[src/rtl/fetch_unit_pkg.sv]
// Shared types and constants for the instruction fetch front end.
// Latency: n/a (declarations only).
// Backpressure: n/a.
package fetch_unit_pkg;

  localparam int INST_W = 32;
  localparam int ADDR_W = 32;

  localparam logic [ADDR_W-1:0] PC_STEP = 32'd4;

  // IDLE: nothing outstanding; BUSY: one live request outstanding;
  // DROP: one request outstanding whose response must be thrown away.
  typedef enum logic [1:0] {
    IDLE = 2'd0,
    BUSY = 2'd1,
    DROP = 2'd2
  } fetch_state_e;

  // Instruction addresses are always word aligned; low bits are discarded.
  function automatic logic [ADDR_W-1:0] word_align(input logic [ADDR_W-1:0] addr);
    return addr & ~ADDR_W'(3);
  endfunction

endpackage

[src/rtl/fetch_queue.sv]
// Synchronous FIFO holding {pc, inst} entries between memory return and decode.
// Latency: push -> o_vld one cycle (outputs come from registered storage, no bypass).
// Backpressure: none internally; the producer must never push into a full queue
//   unless it pops in the same cycle. i_flush empties the queue and wins over push/pop.
// Ports: i_push/i_push_dat write side, i_pop read side, o_vld/o_head queue head,
//   o_cnt current occupancy.
module fetch_queue
  import fetch_unit_pkg::*;
#(
  parameter int DEPTH = 4,
  parameter int WIDTH = INST_W + ADDR_W,
  localparam int CW   = $clog2(DEPTH + 1)
) (
  input  logic             clk,
  input  logic             rst_n,
  input  logic             i_push,
  input  logic [WIDTH-1:0] i_push_dat,
  input  logic             i_pop,
  input  logic             i_flush,
  output logic             o_vld,
  output logic [WIDTH-1:0] o_head,
  output logic [CW-1:0]    o_cnt
);

  localparam int AW = $clog2(DEPTH);

  logic [WIDTH-1:0] r_mem [DEPTH];
  logic [AW-1:0]    r_wr_ptr;
  logic [AW-1:0]    r_rd_ptr;
  logic [CW-1:0]    r_cnt;

  // Pointers and count are the only state that needs reset; the storage
  // array is never observed while empty because the head is gated by o_vld.
  always_ff @(posedge clk or negedge rst_n) begin
    if (!rst_n) begin
      r_wr_ptr <= '0;
      r_rd_ptr <= '0;
      r_cnt    <= '0;
    end else if (i_flush) begin
      r_wr_ptr <= '0;
      r_rd_ptr <= '0;
      r_cnt    <= '0;
    end else begin
      if (i_push) r_wr_ptr <= r_wr_ptr + 1'b1;
      if (i_pop)  r_rd_ptr <= r_rd_ptr + 1'b1;
      r_cnt <= r_cnt + CW'(i_push) - CW'(i_pop);
    end
  end

  always_ff @(posedge clk) begin
    if (i_push && !i_flush) r_mem[r_wr_ptr] <= i_push_dat;
  end

  assign o_vld  = (r_cnt != '0);
  assign o_head = o_vld ? r_mem[r_rd_ptr] : '0;
  assign o_cnt  = r_cnt;

  a_no_overflow : assert property (@(posedge clk) disable iff (!rst_n)
    (i_push && !i_pop && !i_flush) |-> (r_cnt != CW'(DEPTH)));

  a_no_underflow : assert property (@(posedge clk) disable iff (!rst_n)
    i_pop |-> (r_cnt != '0));

endmodule

[src/rtl/fetch_unit.sv]
// Instruction fetch: owns the fetch PC, issues word reads over req/gnt/rvalid,
//   queues {pc, inst} and hands them to decode over inst_valid/inst_ready.
// Latency: rvalid -> inst_valid one cycle; back-to-back requests sustain one per cycle.
// Backpressure: a request is only raised when the queue is guaranteed a free slot
//   for its response; redirect flushes the queue and drops any stale response.
// Ports: clk/rst_n; imem_* memory read port; inst_* decode port; redirect/redirect_pc.
module fetch_unit
  import fetch_unit_pkg::*;
#(
  parameter int                DEPTH    = 4,
  parameter logic [ADDR_W-1:0] RESET_PC = 32'h0000_0000
) (
  input  logic              clk,
  input  logic              rst_n,
  output logic              imem_req,
  output logic [ADDR_W-1:0] imem_addr,
  input  logic              imem_gnt,
  input  logic              imem_rvalid,
  input  logic [INST_W-1:0] imem_rdata,
  output logic              inst_valid,
  output logic [INST_W-1:0] inst,
  output logic [ADDR_W-1:0] inst_pc,
  input  logic              inst_ready,
  input  logic              redirect,
  input  logic [ADDR_W-1:0] redirect_pc
);

  localparam int CW = $clog2(DEPTH + 1);

  fetch_state_e      r_state;
  fetch_state_e      w_state_nxt;
  logic [ADDR_W-1:0] r_fetch_pc;
  logic [ADDR_W-1:0] w_fetch_pc_nxt;
  logic [ADDR_W-1:0] r_req_pc;     // PC of the request currently outstanding

  logic              w_push;
  logic              w_pop;
  logic              w_gnt;
  logic              w_slot;
  logic              w_credit_ok;
  logic [CW-1:0]     w_cnt;
  logic [CW:0]       w_occ_nxt;
  logic [INST_W+ADDR_W-1:0] w_head;

  // Responses only count while BUSY; anything arriving in IDLE or DROP is stale.
  assign w_push = (r_state == BUSY) && imem_rvalid && !redirect;
  assign w_pop  = inst_valid && inst_ready;

  // Occupancy at the end of this cycle; one extra slot must be free for the
  // response of any request granted now.
  assign w_occ_nxt   = {1'b0, w_cnt} + (CW+1)'(w_push) - (CW+1)'(w_pop);
  assign w_credit_ok = (w_occ_nxt < (CW+1)'(DEPTH));

  // A new request may overlap only with the cycle that retires the previous one.
  assign w_slot = (r_state == IDLE) || ((r_state == BUSY) && imem_rvalid);

  // rst_n gating keeps req low while reset is held even though the state is IDLE.
  assign imem_req  = rst_n && w_slot && !redirect && w_credit_ok;
  assign imem_addr = r_fetch_pc;
  assign w_gnt     = imem_req && imem_gnt;

  always_comb begin
    w_state_nxt    = r_state;
    w_fetch_pc_nxt = r_fetch_pc;
    if (redirect) begin
      w_fetch_pc_nxt = word_align(redirect_pc);
      case (r_state)
        IDLE:    w_state_nxt = IDLE;
        BUSY:    w_state_nxt = imem_rvalid ? IDLE : DROP;
        DROP:    w_state_nxt = imem_rvalid ? IDLE : DROP;
        default: w_state_nxt = IDLE;
      endcase
    end else begin
      case (r_state)
        IDLE: begin
          if (w_gnt) begin
            w_state_nxt    = BUSY;
            w_fetch_pc_nxt = r_fetch_pc + PC_STEP;
          end
        end
        BUSY: begin
          if (imem_rvalid) begin
            if (w_gnt) begin
              w_state_nxt    = BUSY;
              w_fetch_pc_nxt = r_fetch_pc + PC_STEP;
            end else begin
              w_state_nxt = IDLE;
            end
          end
        end
        DROP: begin
          if (imem_rvalid) w_state_nxt = IDLE;
        end
        default: w_state_nxt = IDLE;
      endcase
    end
  end

  always_ff @(posedge clk or negedge rst_n) begin
    if (!rst_n) begin
      r_state    <= IDLE;
      r_fetch_pc <= RESET_PC;
      r_req_pc   <= '0;
    end else begin
      r_state    <= w_state_nxt;
      r_fetch_pc <= w_fetch_pc_nxt;
      if (w_gnt) r_req_pc <= r_fetch_pc;
    end
  end

  fetch_queue #(
    .DEPTH (DEPTH),
    .WIDTH (INST_W + ADDR_W)
  ) u_queue (
    .clk        (clk),
    .rst_n      (rst_n),
    .i_push     (w_push),
    .i_push_dat ({r_req_pc, imem_rdata}),
    .i_pop      (w_pop),
    .i_flush    (redirect),
    .o_vld      (inst_valid),
    .o_head     (w_head),
    .o_cnt      (w_cnt)
  );

  assign inst    = w_head[INST_W-1:0];
  assign inst_pc = w_head[INST_W+ADDR_W-1:INST_W];

endmodule

[config.mk]
export PLATFORM = sky130hd
export DESIGN_NAME = fetch_unit
export DESIGN_NICKNAME = d
export VERILOG_FILES = /design/src/rtl/fetch_unit_pkg.sv /design/src/rtl/fetch_queue.sv /design/src/rtl/fetch_unit.sv
export SDC_FILE = /design/constraint.sdc
export NUM_CORES = 1
export LEC_CHECK = 0
export BUFFER_PORTS_ARGS = -buffer_cell sky130_fd_sc_hd__buf_4
export CAP_MARGIN = 10
export CELL_PAD_IN_SITES_DETAIL_PLACEMENT = 0
export CELL_PAD_IN_SITES_GLOBAL_PLACEMENT = 1
export CORE_MARGIN = 2
export CORE_UTILIZATION = 49
export CTS_CLUSTER_DIAMETER = 80
export DETAILED_ROUTE_END_ITERATION = 6
export PLACE_DENSITY = 0.83
export SYNTH_ARGS = -nofsm -noshare
export SYNTH_HDL_FRONTEND = slang
export SYNTH_SLANG_ARGS = --single-unit
[constraint.sdc]
create_clock -name clk -period 6.51 [get_ports clk]
set_input_delay 1.6275 -clock clk [delete_from_list [all_inputs] [get_ports clk]]
set_output_delay 1.6275 -clock clk [all_outputs]
set_load 0.005 [all_outputs]
==> results.toml, run 1 <==
[worst_setup_path]
crit_start = "imem_rvalid"
worst-path-buf-inv = 5
cp_cell_sequence = "buf_4 > nand2_1 > nor2_1 > inv_1 > ha_1 > inv_1 > ha_1 > fa_1 > xnor2_1 > and4_1 > buf_4 > o21a_1 > buf_4"
critPathTopFamily = "adder cells"
cp.required_ns = 4.88
cp_slowest_cell = "fa_1"
crit_type = "primary input to output port"
worstReg2RegStart = "u_queue.o_cnt[2]"
crit_path_end_kind = "output port"
crit_fanout = 12
cp-start-kind = "primary input"
crit_top_cell = "buf_4"
cp.arrival_ns = 4.07
slowest_delay_ns = 0.42

[clock_tree]
htreeDepth = 1
clk-insertion-delay-late_ns = 0.55
numClockSinks = 317
ctsResizeCount = 0
ctsHoldBuffers = 0
clk_pin_slew_ns = 0.06
clk_path_buf_depth = 3
numCtsBuffers = 31
root_buffer = "clkbuf_16"
postCtsSetupBuffers = 0
cts_tree = "yes"

[placement]
portBuffers = 161
dp_hpwl_um = 15300
gp_congestion = 0.781
placed_area_mm2 = 0.0146
pre_cts_ws_ns = 0.813

[global_routing]
grt_pass1_wl_um = 41700
antenna_found_initial = 0
grtUsageTotal = 0.191
grt_overflow_total = 0
grt_start_max_net_pins = 65
grt_pass1_vias = 7361

[timing]
max_slew_margin = 0.299
fmax_mhz = 175
tightest_slew_ns = 1.05
finalWorstSetupSlack_ns = 0.808
hold_viol_final = 0
min_period_ns = 5.70
rsz0062_at_grt = "no"
setup_viol = 0
fin_skew_ns = 0.0153
maxSlewViolCount = 0
post-route-period-util = 0.876
fin_setup_tns_ns = 0

[yosys]
synth-edff-count = 248
synthFlopType = "edfxtp_1"
syn_avg_cell_area_um2 = 17.4
synth.area.top_cells = "edfxtp_1, dfrtp_1, mux4_2, and2_1, mux2_1"
synth.most_common_cell = "edfxtp_1"
ys_types = 56
synth_commonest_cells = "edfxtp_1, and2_1, dfrtp_1"
syn-cell-area_mm2 = 0.0131
synthCells = 751
ys_seq_area_frac = 0.702
async_flop_share = 0.218
yosysTopAreaCell = "edfxtp_1"
post-synth-top-area-fraction = 0.570
yosys_warnings = 0
synth-seq-cells = 317

[floorplanning]
die_w_um = 167
num_rows = 59
initial_core_util = 0.500
io-pin-count = 168
core-area_mm2 = 0.0261
die-area_mm2 = 0.0280
die_h_um = 167

[detailed_routing]
drt_iter0_drc = 601
avgViaCountPerCell = 5.65
met1_length_um = 11600
drc = 11
detail_route.wirelength_um = 26300
wl_per_cell_um = 20.7
wl_met3_um = 1580
route.met2.wl_um = 12800
drtAntennaViolNets = 0
top_layer = "met4"
dr.pass1.iters = 7
num_vias = 7199

[pwr]
switchingPower_uw = 1600
p_seq_frac = 0.462
p_int_uw = 4340
switching_share = 0.269
leakagePower_uw = 0.00559
ir_drop_mv = 0.217
p_per_area_mw_per_mm2 = 380
combPwrFrac = 0.232
power_frac_clock = 0.306

[layout]
final_nets = 997
diodes = 0
final_cell_area_mm2 = 0.0156
layout-drive-gt1-share = 0.313
syn_to_final_growth_pct = 19.6

[hold_path]
hp-class = "flip-flop to flip-flop"
hold_path_startpoint = "r_req_pc[22]"

[job]
drv_cap = 0

[status]
violations = "DRC"
status = "finished, violations left"
-- power by group through the flow --
stage                     Combinational (uW)  Sequential, uW  Clock (uW)
after floorplan                          915            2620           0
after global placement                  1390            2770           0
after detailed placement                1400            2790           0
after CTS                               1410            2750        1860
after global routing                    1520            2790        1940
final                                   1380            2740        1820
-- kinds of logic (layout without fill, tap and decap cells) --
family | Yosys count | in the layout | share of synthesized area
AOI/OAI and AO/OA | 68 | 68 | 0.0399
DFF | 317 | 317 | 0.702
xor gates and xnor gates | 9 | 9 | 0.00603
adders and majority gates | 13 | 13 | 0.0130
other | 1 | 4 | 0.000287
buffers and inverters | 54 | 239 | 0.0190
muxes | 94 | 94 | 0.134
and+or+nand+nor | 195 | 195 | 0.0854
-- cells in the final DEF, fill, tap and decap left out, drive strengths merged, types with 5 or more instances in the layout --
cell type,Yosys,layout
a22oi,5,5
a31oi,15,15
and2,69,69
and3,6,6
buf,17,168
bufinv,0,5
clkbuf,24,35
clkinv,1,13
dfrtp,69,69
edfxtp,248,248
ha,12,12
inv,12,15
mux2,30,30
mux4,62,62
nand2,25,25
nand3,19,19
nand4,9,9
nor2,25,25
nor2b,9,9
o2111ai,7,7
o21ai,13,13
o31ai,8,8
or3,10,10
or4,11,11
xor2,5,5
-- stage by stage --
| step | hold WS (ns) | power (uW) | instances | utilization |
|---|---|---|---|---|
| floorplan | 0.469 | 3530 | 754 | - |
| global placement | 0.488 | 4160 | 1216 | 0.558 |
| detailed placement | 0.500 | 4200 | 1216 | 0.558 |
| CTS | 0.503 | 6020 | 1274 | 0.598 |
| global route | 0.531 | 6250 | 1274 | 0.598 |
| finish | 0.510 | 5940 | 1274 | 0.598 |
-- path summary, 6_finish.rpt --
| check | endpoint | slack [ns] | depth (start not counted) |
|---|---|---|---|
| worst max register to register | r_req_pc[14] | 1.85 | 13 |
| min in group asynchronous | r_req_pc[27] | 0.89 | 1 |
| worst min-delay path | u_queue.r_mem[2][54] | 0.51 | 0 |
| worst max-delay path | imem_req | 0.81 | 13 |
| worst min register to register | u_queue.r_mem[2][54] | 0.51 | 0 |
| max in group asynchronous | u_queue.r_rd_ptr[1] | 4.51 | 2 |
-- routing by layer --
layer / track usage / vias up
met5: 0 / -
met4: 0.0408 / 0
met3: 0.0378 / 32
met2: 0.314 / 196
met1: 0.270 / 3695
li1: - / 3276
-- area by class of cell --
| type | count | area, um^2 |
|---|---|---|
| multi-input cells | 383 | 3670 |
| repair buffers | 168 | 1260 |
| flip-flops and latches | 317 | 9180 |
| clock buffers | 35 | 791 |
| fillers | 1981 | 10500 |
| inverters | 13 | 48.8 |
| clock inverters | 23 | 258 |
| well taps | 335 | 419 |
-- worst register-to-register path: cells and delay by family (launching register included) --
family | cells | cell delay [ns]
compound gates | 2 | 0.76
flops | 1 | 0.46
fa+ha+maj | 3 | 0.91
simple gates | 2 | 0.78
xor+xnor | 1 | 0.22
buf+inv | 4 | 1.03
mux | 1 | 0.38
-- registers in the layout, summed over array words and instances, names as in the netlist --
register,cells
u_queue.r_mem,248
imem_addr,30
r_req_pc,30
u_queue.o_cnt,3
r_state,2
u_queue.r_rd_ptr,2
u_queue.r_wr_ptr,2
No activity file was read; power rests on OpenSTA's default activity.
==> run 2: changes to the inputs <==
--- a/config.mk
+++ b/config.mk
@@ -13,7 +13,8 @@
 export CORE_UTILIZATION = 49
 export CTS_CLUSTER_DIAMETER = 80
 export DETAILED_ROUTE_END_ITERATION = 6
-export PLACE_DENSITY = 0.83
+export PLACE_DENSITY_LB_ADDON = 0.1
 export SYNTH_ARGS = -nofsm -noshare
 export SYNTH_HDL_FRONTEND = slang
+export SYNTH_HIERARCHICAL = 1
 export SYNTH_SLANG_ARGS = --single-unit
==> run 2 against run 1 <==
  * The run now ends clean
  * Total power grew 2.2%
  * Die area is 3.1% higher
  * Final cell count grew 2.9%
  * Critical path depth is 3 lower
  * Routed wire length increased by 3.4%
  * Synthesized cell count up 3.1%
  * Non-clock buffer count rose by 2
  * Sequential power about the same
  * Design area increased by 2.2%
  * First-iteration DRC count is 17% lower
==> results.toml, run 2 <==
[timing]
maxSlewViolCount = 0
fin_setup_tns_ns = 0
min_period_ns = 5.15
hold_viol_final = 0
fmax_mhz = 194
finalWorstSetupSlack_ns = 1.36
fin_skew_ns = 0.0132
setup_viol = 0
rsz0062_at_grt = "no"
max_slew_margin = 0.283
post-route-period-util = 0.791
tightest_slew_ns = 1.08

[layout]
syn_to_final_growth_pct = 18.4
regArea_mm2 = 0.00942
top_register = "u_queue/r_mem"
layout-drive-gt1-share = 0.335
final_cell_mix = "edfxtp_1, buf_4, dfrtp_1"
largest_reg_flops = 256
multi_input_area_mm2 = 0.00374
final_nets = 1031
diodes = 0
n_fill_cell = 2064
layout_commonest_cell = "edfxtp_1"
instances_no_fill = 1311
fin_util = 0.593

[worst_setup_path]
crit_path_end_kind = "output port"
worstSetupEndpoint = "imem_req"
crit_type = "flip-flop to output port"
worstRegToRegCells = 11
worstReg2RegStart = "u_queue/o_cnt[1]"
rrSetupSlack_ns = 2.75
crit_fanout = 66
cp-start-kind = "flip-flop"
cp.arrival_ns = 3.52
cp.required_ns = 4.88
crit_start = "u_queue/o_cnt[1]"
r2r-end = "r_req_pc[25]"

[clock_tree]
numCtsBuffers = 35
ctsResizeCount = 0
numClockSinks = 325
ctsHoldBuffers = 0
clk_pin_slew_ns = 0.06
postCtsSetupBuffers = 0
cts_tree = "yes"
clk-insertion-delay-late_ns = 0.50
htreeDepth = 2
clk_path_buf_depth = 3
root_buffer = "clkbuf_16"

[pwr]
total_power_uw = 6070
ir_drop_mv = 0.248
switching_share = 0.276
combPwrFrac = 0.247
switchingPower_uw = 1680
p_per_area_mw_per_mm2 = 380
p_int_uw = 4390
power_frac_clock = 0.299
leakagePower_uw = 0.00566
p_seq_frac = 0.454

[placement]
portBuffers = 163
placed_cells = 1251
pre_cts_ws_ns = 1.46
gp_congestion = 0.792
dp_hpwl_um = 16300

[global_routing]
grtUsageTotal = 0.192
antenna_found_initial = 0
grt_pass1_wl_um = 42700
grt_start_max_net_pins = 69
grt_pass1_vias = 7846
grt_overflow_total = 0

[yosys]
synthFlopType = "edfxtp_1"
synth.most_common_cell = "edfxtp_1"
syn_avg_cell_area_um2 = 17.4
syn-cell-area_mm2 = 0.0135
yosysTopAreaCell = "edfxtp_1"
post-synth-top-area-fraction = 0.570
synthCells = 774
ys_types = 52
ys_seq_area_frac = 0.698
synth_commonest_cells = "edfxtp_1, and2_1, dfrtp_1"
synth-seq-cells = 325
yosys_warnings = 6
synth.area.top_cells = "edfxtp_1, dfrtp_1, mux4_2, and2_1, mux2_2"
async_flop_share = 0.212
synth-edff-count = 256

[job]
drv_cap = 0

[hold_path]
hp-class = "flip-flop to flip-flop"
holdPathStages = 0

[floorplanning]
die_h_um = 170
initial_core_util = 0.500
die-area_mm2 = 0.0289
num_rows = 60
io-pin-count = 168
die_w_um = 170
core-area_mm2 = 0.0270

[detailed_routing]
drc = 0
avgViaCountPerCell = 5.67
detail_route.wirelength_um = 27200
dr.pass1.iters = 4
wl_per_cell_um = 20.8
drt_iter0_drc = 499
drtAntennaViolNets = 0
num_vias = 7438

[status]
status = "completed"
[run 2: changes by cell type after synthesis, moves of 4 or more]
cell / change
edfxtp_1: +8
nand3_1: -4
buf_6: +4
nor2b_1: -4
o2111ai_1: -5
mux2_1: -30
nor2_1: +15
or4_1: +6
clkbuf_1: -10
a22oi_1: -5
o31ai_1: +8
xor2_1: -5
a31oi_1: +9
mux2_2: +31
[run 2: per-layer routing]
layer | vias to the layer above | routed length [um] | global-route usage
li1 | 3373 | - | -
met1 | 3827 | 12100 | 0.263
met2 | 202 | 13300 | 0.324
met3 | 36 | 1370 | 0.0351
met4 | 0 | 491 | 0.0450
met5 | - | 0 | 0
[run 2: cell families (layout without fill, tap and decap cells)]
group / count (synthesis) / in the layout / share of synthesized area
adder cells (fa/ha/maj): 14 / 14 / 0.0135
buffers and inverters: 59 / 246 / 0.0288
multiplexers: 98 / 98 / 0.135
XOR/XNOR: 4 / 4 / 0.00362
other: 1 / 10 / 0.000278
AND/OR/NAND/NOR: 205 / 205 / 0.0862
AO/OA/AOI/OAI: 68 / 68 / 0.0343
flip-flops: 325 / 325 / 0.698
[run 2: worst min path at each step]
stage	from	to	slack (ns)
final	r_req_pc[26]	u_queue/r_mem[2][58]	0.51
after CTS	r_req_pc[26]	u_queue/r_mem[2][58]	0.51
after floorplan	r_req_pc[2]	u_queue/r_mem[0][34]	0.47
after detailed placement	r_req_pc[26]	u_queue/r_mem[2][58]	0.50
after global routing	r_req_pc[21]	u_queue/r_mem[2][53]	0.54
after global placement	r_req_pc[14]	u_queue/r_mem[1][46]	0.49
[run 2: layout make-up]
class	instances	area share
clock buffers	41	0.0563
clock inverters	19	0.00948
inverters	16	0.00376
multi-input cells	399	0.234
flip-flops and latches	325	0.590
well taps	341	0.0267
repair buffers	170	0.0799
[run 2: through the flow]
step	cell area, um^2	hold slack [ns]
after floorplan	13500	0.471
after global placement	14900	0.486
after detailed placement	14900	0.497
after CTS	16000	0.512
after global routing	16000	0.538
final	16000	0.506
[run 2: critical path: stages (launching register included)]
cell and delay (ns):
dfrtp_1 0.45, or3_2 0.47, buf_4 0.35, and2_1 0.35, ha_1 0.23, inv_1 0.06, ha_1 0.25, a31oi_4 0.20
mux2i_4 0.09, nor4b_1 0.40, buf_4 0.18
[run 2: power by group through the flow]
stage	Clock (uW)	Combinational (uW)	Sequential, uW
floorplan	0	1090	2630
global placement	0	1500	2780
detailed placement	0	1540	2810
CTS	1860	1540	2760
global route	1950	1640	2800
finish	1820	1500	2750
==> run 3: changes to the inputs <==
--- a/config.mk
+++ b/config.mk
@@ -10,7 +10,7 @@
 export CELL_PAD_IN_SITES_DETAIL_PLACEMENT = 0
 export CELL_PAD_IN_SITES_GLOBAL_PLACEMENT = 1
 export CORE_MARGIN = 2
-export CORE_UTILIZATION = 49
+export CORE_UTILIZATION = 44
 export CTS_CLUSTER_DIAMETER = 80
 export DETAILED_ROUTE_END_ITERATION = 6
 export PLACE_DENSITY_LB_ADDON = 0.1
==> constraint.sdc (replaced) <==
create_clock -name clk -period 4.6 [get_ports clk]
set_input_delay 1.15 -clock clk [delete_from_list [all_inputs] [get_ports clk]]
set_output_delay 1.15 -clock clk [all_outputs]
set_load 0.005 [all_outputs]
==> run 3 against run 2 <==
  * First-iteration DRC count rose by 2.4%
  * Critical path depth fell by 1
  * Register-to-register slack got worse by 1.5 ns
  * Sequential power rose by 41%
  * Worst setup slack got worse by 0.95 ns
  * Global-route usage fell by 1.3 points
  * Clock-buffer cell count rose by 7
  * Final cell count rose by 5.0%
  * Non-clock buffer count rose by 7
  * Clock skew fell by 0.0035 ns
  * Largest power group unchanged
  * Design area rose by 2.0%
  * Flip-flop and latch count did not move
==> results.toml, run 3 (same netlist as run 2, synthesis figures left out) <==
[clock_tree]
numClockSinks = 325
ctsResizeCount = 0
htreeDepth = 2
clk_path_buf_depth = 3
postCtsSetupBuffers = 0
root_buffer = "clkbuf_16"
clk-insertion-delay-late_ns = 0.51
ctsHoldBuffers = 0
cts_tree = "yes"
clk_pin_slew_ns = 0.06
numCtsBuffers = 36

[placement]
portBuffers = 163
dp_hpwl_um = 16900
gp_congestion = 0.776

[layout]
layout_commonest_cell = "edfxtp_1"
layout-drive-gt1-share = 0.344
final_nets = 1039
top_register = "u_queue/r_mem"
syn_to_final_growth_pct = 20.8
final_cell_mix = "edfxtp_1, buf_4, dfrtp_1"
largest_reg_flops = 256
n_fill_cell = 2430
diodes = 0

[floorplanning]
die_h_um = 179
die_w_um = 179
num_rows = 64
initial_core_util = 0.444
die-area_mm2 = 0.0321
core-area_mm2 = 0.0303
io-pin-count = 168

[detailed_routing]
wl_per_cell_um = 20.3
drt_iter0_drc = 511
num_vias = 7504
dr.pass1.iters = 4
drtAntennaViolNets = 0
drc = 0
detail_route.wirelength_um = 27900
avgViaCountPerCell = 5.45

[timing]
tightest_slew_ns = 1.03
rsz0062_at_grt = "no"
post-route-period-util = 0.911
whs_ns = 0.508
maxSlewViolCount = 0
fin_setup_tns_ns = 0
max_slew_margin = 0.312
fin_skew_ns = 0.00972
fmax_mhz = 239
setup_viol = 0
hold_viol_final = 0
min_period_ns = 4.19

[pwr]
ir_drop_mv = 0.392
leakagePower_uw = 0.00578
p_per_area_mw_per_mm2 = 546

[global_routing]
grtUsageTotal = 0.179
antenna_found_initial = 0
grt_overflow_total = 0
grt_start_max_net_pins = 67
grt_pass1_wl_um = 43800
grt_pass1_vias = 8024

[worst_setup_path]
crit_fanout = 5
worstReg2RegStart = "u_queue/o_cnt[1]"
rrSetupSlack_ns = 1.30
slowest_delay_ns = 0.48
crit_path_end_kind = "output port"
cp.arrival_ns = 3.04
crit_top_cell = "ha_1"
worstRegToRegCells = 10
cp.required_ns = 3.45
cp-start-kind = "flip-flop"
cp_slowest_cell = "or3_2"
crit_type = "flip-flop to output port"
cp_cell_sequence = "or3_2 > and2_1 > ha_1 > inv_1 > ha_1 > a31oi_4 > mux2i_4 > nor4b_1 > buf_4"
r2r-end = "r_req_pc[26]"

[hold_path]
hp-class = "flip-flop to flip-flop"
holdPathStages = 0
hold_end = "u_queue/r_mem[1][40]"
hold_path_startpoint = "r_req_pc[8]"

[job]
drv_cap = 0

[status]
status = "completed"
[run 3: how the worst max path moves through the flow]
stage	end	slack, ns	cells past startpoint	start
after global routing	imem_req	0.28	9	u_queue/o_cnt[1]
after global placement	imem_req	0.52	9	inst_ready
final	imem_req	0.41	9	u_queue/o_cnt[1]
after floorplan	imem_req	0.60	10	inst_ready
after detailed placement	imem_req	0.56	9	inst_ready
after CTS	imem_req	0.36	9	u_queue/o_cnt[1]
[run 3: per-layer routing]
metal	GRT usage	wire (um)	up-vias
met5	0	0	-
met3	0.0324	1630	46
li1	-	-	3391
met2	0.295	13400	231
met4	0.0515	533	0
met1	0.245	12400	3836
[run 3: area by class of cell]
class | count | area (um^2) | area share
sequential | 325 | 9420 | 0.578
multi-input combinational | 399 | 3740 | 0.230
timing repair buffer | 177 | 1380 | 0.0847
clock buffer | 48 | 998 | 0.0613
tap | 396 | 495 | 0.0304
clock inverter | 16 | 194 | 0.0119
inverter | 16 | 60.1 | 0.00369
[run 3: where the power goes]
group | internal, uW | total, uW | switching (uW) | leakage (uW)
Combinational | 1200 | 2180 | 982 | 0.00209
Sequential | 3520 | 3870 | 349 | 0.00312
Clock | 1750 | 2850 | 1100 | 0.000574
Total | 6470 | 8900 | 2430 | 0.00578
[run 3: worst max-delay path, delay by kind of cell (launching register included)]
kind                       cells  cell delay [ns]
buffers and inverters          2             0.24
DFF                            1             0.44
muxes                          1             0.09
adders and majority gates      2             0.47
and+or+nand+nor                3             1.09
AOI/OAI and AO/OA              1             0.19
[run 3: metrics by stage]
stage               total power (uW)  cell area, um^2  utilization  worst slack (ns)  instances
finish                          8900            16300        0.537             0.411       1377
global route                    9370            16300        0.537             0.282       1377
CTS                             9040            16300        0.537             0.363       1377
detailed placement              6170            15100        0.497             0.559       1313
global placement                6100            15100        0.497             0.521       1313
floorplan                       5260            13500            -             0.597        783
